### src/rtl/fifo_wr_arb_ctrl.sv
// Write-port arbiter and pointer/flag controller for an external fifo_mem array.
// Optional sticky underflow/overflow flags are enabled with `define FIFO_ERR_FLAGS_EN.
module fifo_wr_arb_ctrl #(
    parameter int DATASIZE = 8,
    parameter int ADDRSIZE = 4
) (
    input  logic                i_clk,
    input  logic                i_rst,
    input  logic                i_req0,
    input  logic [DATASIZE-1:0] i_data0,
    output logic                o_gnt0,
    input  logic                i_req1,
    input  logic [DATASIZE-1:0] i_data1,
    output logic                o_gnt1,
    input  logic                i_rd_en,
    output logic                o_wr_en,
    output logic [ADDRSIZE-1:0] o_wr_addr,
    output logic [DATASIZE-1:0] o_wr_data,
    output logic [ADDRSIZE-1:0] o_rd_addr,
    output logic                o_full,
    output logic                o_empty,
    output logic [ADDRSIZE:0]   o_count
`ifdef FIFO_ERR_FLAGS_EN
    ,
    input  logic                i_err_clr,
    output logic                o_udf_err,
    output logic                o_ovf_err
`endif
);

    logic [ADDRSIZE:0] wr_ptr_q, wr_ptr_d;
    logic [ADDRSIZE:0] rd_ptr_q, rd_ptr_d;
    logic [ADDRSIZE:0] count_q, count_d;
    logic              full_q, full_d;
    logic              empty_q, empty_d;
    logic              last_gnt_q, last_gnt_d;
    logic              gnt0, gnt1;
    logic              push, pop;

    // Round-robin: on contention the producer that did not win last time is served.
    always_comb begin
        gnt0 = 1'b0;
        gnt1 = 1'b0;
        if (!i_rst && !full_q) begin
            if (i_req0 && i_req1) begin
                gnt0 = last_gnt_q;
                gnt1 = ~last_gnt_q;
            end else if (i_req0) begin
                gnt0 = 1'b1;
            end else if (i_req1) begin
                gnt1 = 1'b1;
            end
        end
    end

    always_comb begin
        push       = gnt0 | gnt1;
        pop        = i_rd_en & ~empty_q & ~i_rst;
        wr_ptr_d   = wr_ptr_q + {{ADDRSIZE{1'b0}}, push};
        rd_ptr_d   = rd_ptr_q + {{ADDRSIZE{1'b0}}, pop};
        last_gnt_d = push ? gnt1 : last_gnt_q;
        // Flags come from next-state pointers so they are valid right after the edge.
        empty_d    = (wr_ptr_d == rd_ptr_d);
        full_d     = (wr_ptr_d[ADDRSIZE] != rd_ptr_d[ADDRSIZE]) &&
                     (wr_ptr_d[ADDRSIZE-1:0] == rd_ptr_d[ADDRSIZE-1:0]);
        count_d    = wr_ptr_d - rd_ptr_d;
    end

    always_ff @(posedge i_clk) begin
        if (i_rst) begin
            wr_ptr_q   <= '0;
            rd_ptr_q   <= '0;
            count_q    <= '0;
            full_q     <= 1'b0;
            empty_q    <= 1'b1;
            last_gnt_q <= 1'b1;
        end else begin
            wr_ptr_q   <= wr_ptr_d;
            rd_ptr_q   <= rd_ptr_d;
            count_q    <= count_d;
            full_q     <= full_d;
            empty_q    <= empty_d;
            last_gnt_q <= last_gnt_d;
        end
    end

    genvar gi;
    generate
        for (gi = 0; gi < DATASIZE; gi++) begin : g_wdata
            assign o_wr_data[gi] = (gnt0 & i_data0[gi]) | (gnt1 & i_data1[gi]);
        end
    endgenerate

    assign o_gnt0    = gnt0;
    assign o_gnt1    = gnt1;
    assign o_wr_en   = push;
    assign o_wr_addr = wr_ptr_q[ADDRSIZE-1:0];
    assign o_rd_addr = rd_ptr_q[ADDRSIZE-1:0];
    assign o_full    = full_q;
    assign o_empty   = empty_q;
    assign o_count   = count_q;

`ifdef FIFO_ERR_FLAGS_EN
    logic udf_q, udf_d;
    logic ovf_q, ovf_d;

    // A new error in the same cycle as a clear must survive the clear.
    always_comb begin
        udf_d = (i_rd_en & empty_q) | (udf_q & ~i_err_clr);
        ovf_d = ((i_req0 | i_req1) & full_q) | (ovf_q & ~i_err_clr);
    end

    always_ff @(posedge i_clk) begin
        if (i_rst) begin
            udf_q <= 1'b0;
            ovf_q <= 1'b0;
        end else begin
            udf_q <= udf_d;
            ovf_q <= ovf_d;
        end
    end

    assign o_udf_err = udf_q;
    assign o_ovf_err = ovf_q;
`endif

endmodule

### config.mk
export PLATFORM = sky130hd
export DESIGN_NAME = fifo_wr_arb_ctrl
export DESIGN_NICKNAME = d
export VERILOG_FILES = /design/src/rtl/fifo_wr_arb_ctrl.sv
export SDC_FILE = /design/constraint.sdc
export NUM_CORES = 1
export LEC_CHECK = 0
export CORE_MARGIN = 1
export CORE_UTILIZATION = 35
export CTS_CLUSTER_SIZE = 40
export DETAILED_ROUTE_END_ITERATION = 16
export PLACE_DENSITY = 0.71
export SLEW_MARGIN = 25
export SYNTH_ARGS = -nofsm -noshare
export SYNTH_HDL_FRONTEND = slang
export SYNTH_SLANG_ARGS = --single-unit
### constraint.sdc
create_clock -name i_clk -period 3.2 [get_ports i_clk]
set_input_delay 0.8 -clock i_clk [delete_from_list [all_inputs] [get_ports i_clk]]
set_output_delay 0.8 -clock i_clk [all_outputs]
set_load 0.05 [all_outputs]
==> summary.md <==
| Metric | Value |
|---|---|
| Netlist cell types | `30` |
| Post-synth net total | `133` |
| Syn Std Cell Area | `976 sq um` |
| Clock tree from TritonCTS | `yes` |
| Initial core utilization | `0.383` |
| Post-Route WL | `2590 microns` |
| Rel. slew slack | `0.656` |
| Insertion delay to the later sink of the worst-skew pair | `0.29 ns` |
| Max-capacitance violation count | `0` |
| Horizontal extent of the die | `54.8 microns` |
| I/O pin cnt | `47` |
| Outcome | `finished, final reports clean` |
| Cell count after synthesis | `103` |
| Yosys synthesis warning count | `0` |
| Std-Cell Core Area | `2540 sq um` |
| Achievable frequency | `326 MHz` |
| Drt wl/cell | `13.9 microns` |
| Violation count after the first detailed-routing iteration | `9` |
| Pre-CTS setup slack | `-0.137 ns` |
| Number of global-route vias before repair | `877` |
| Max-slew violations | `0` |
| Dpl cells | `181` |
| Post-synthesis area per instance | `9.48 sq um` |
| Most frequent cells in the layout | `clkdlybuf4s50_1 (35), dfxtp_1 (18), nor2_1 (14), buf_4 (13), buf_12 (11)` |
| Tightest Pin Transition | `0.515 ns` |
| Buffer levels on the longest clock path | `2` |
| Commonest register cell after synthesis | `dfxtp_1` |
| Post-CTS setup buffers | `0` |
| Chip height | `54.8 microns` |
| Top post-synthesis cells by area | `dfxtp_1 (37%), ha_1 (10%), a22o_1 (7.2%)` |
| FFs w/ async S/R, synth | `0` |
| Time the final worst path needs with I/O delays and setup | `3.06 ns` |
| Setup skew after layout | `0.00374 ns` |
| Number of nets with antenna violations after detailed routing | `0` |
| Largest net degree at the start of global routing | `21` |
| Number of design rule violations left after detail routing | `0` |
| RSZ-0062 raised after global routing | `false` |
| Via total after detailed routing | `905` |
| Gates resized, CTS repair | `0` |
| Clock sinks | `18` |
| Final count of negative-setup-slack endpoints | `0` |
| Final nets | `187` |
| Hold Buf Count CTS | `0` |
| Part of the Yosys area used for sequential elements | `0.369` |
| Top cell type's share of synthesized area | `0.369` |
| Clock Root Buffer | `clkbuf_4` |
| Port Buf Inserts | `46` |
| Number of antenna violations at the first check in global routing | `0` |
| Cell taking the most area after synthesis | `dfxtp_1` |
| Count of endpoints failing hold in the final timing report | `0` |
| Share of the cycle needed by the critical path after routing | `0.957` |
| Arrival @ worst endpoint | `2.26 ns` |
| Most common cell after layout, fill and taps aside | `clkdlybuf4s50_1` |
| Weighted congestion reported at the end of routability-driven placement | `0.857` |
| Clock buffers created by TritonCTS | `3` |
| Critical path class | `in -> out` |
| Cell Count, Final, Fillers Out | `186` |
| Crit Path Max Fanout | `5` |
| Yosys reg bits | `18` |
| Startpoint type of the worst setup path | `input port` |
| Number of vias per cell after detailed routing | `4.87` |
| Type of the worst min-delay path | `reg -> reg` |
| CP endpoint kind | `output port` |
| Required time reported for the critical path endpoint | `2.40 ns` |
| Drt first pass iters | `4` |
| CTS H-tree depth | `1` |
| Post-CTS clock slew at the launch and capture registers of the worst setup and hold paths | `0.10 ns` |
| Number of synthesized flops with an enable pin | `0` |
| Estimated wirelength of the detail-placed design | `2110 microns` |
| Worst setup margin | `0.137 ns` |
| Count of standard-cell rows | `18` |
| Antenna cell count | `0` |
| GR Overflow Total | `0` |
| Share of layout cells above drive strength 1 | `0.224` |
| Post-synthesis to final-layout area growth | `70.5%` |
| Max VDD drop | `335 uV` |
| Leakage power figure | `0.710 nW` |
| Power per Cell Area | `384 nW/um^2` |
| Overall track demand over capacity in global routing | `0.179` |
| First-pass GRT wire length | `3680 microns` |
| Area enclosed by the die boundary | `3000 sq um` |
-- state kept, by name, summed over array words and instances, names as in the netlist --
signal,count
wr_ptr_q,5
last_gnt_q,1
o_count,5
o_empty,1
rd_ptr_q,5
o_full,1
-- metrics by stage --
step	area [sq um]	power [mW]	hold slack, ns	TNS, ns	utilization
finish	1660	0.639	0.537	0	0.654
global route	1660	0.669	0.585	0	0.654
CTS	1650	0.642	0.531	0	0.647
detailed placement	1610	0.504	0.508	-0.234	0.633
global placement	1610	0.500	0.488	-0.124	0.633
floorplan	976	0.391	0.471	0	-
-- cells by family (layout without fill, tap and decap cells) --
group	after synthesis	count (layout)	synth area share
adders and majority gates	9	9	0.123
muxes	2	2	0.0269
and+or+nand+nor	33	33	0.164
xor gates and xnor gates	8	8	0.0872
AOI/OAI and AO/OA	16	17	0.133
DFF	18	18	0.369
buffers and inverters	17	69	0.0962
-- synth_stat cells (all sizes together), types with 3 or more instances --
cell type and instances:
dfxtp 18, nand2 3, a22o 8, nor2b 4, xnor2 5, xor2 3
a21oi 3, ha 8, buf 9, inv 6, nor2 14, nand3 4
-- layer usage --
layer  wire (microns)  share of wire  global-route usage  vias to the layer above
met1              982           0.38               0.168                      408
li1                 -              -                   -                      448
met5                0              0                   0                        -
met2             1260           0.49               0.341                       44
met4               36          0.014              0.0769                        0
met3              307           0.12              0.0639                        5
-- cell type report --
class,instances,area [sq um]
fillers,219,881
repair buffers,59,668
multi-input cells,69,539
well taps,30,37.5
clock buffers,4,36.3
inverters,6,22.5
flip-flops and latches,18,360
-- worst max-delay path, stage by stage --
cell and delay (ns):
clkdlybuf4s50_1 0.44, nor2_1 0.17, buf_4 0.14, nand2_1 0.11
a21oi_4 0.21, a22o_1 0.24, buf_12 0.15
-- power by group --
part | internal (mW) | switching [mW] | total (mW)
combinational | 0.117 | 0.139 | 0.256
clock | 0.0694 | 0.0682 | 0.138
sequential | 0.238 | 0.00750 | 0.246
-- path summary, 6_finish.rpt --
check                    startpoint                     end  slack (ns)  cells past startpoint
max                           i_rst            o_wr_data[0]        0.14                      7
min          rd_ptr_q[4]$_SDFF_PP0_  rd_ptr_q[4]$_SDFF_PP0_        0.54                      2
min reg2reg  rd_ptr_q[4]$_SDFF_PP0_  rd_ptr_q[4]$_SDFF_PP0_        0.54                      2
max reg2reg       o_full$_SDFF_PP0_   o_count[4]$_SDFF_PP0_        0.78                     10
(Power assumes the default switching activity.)
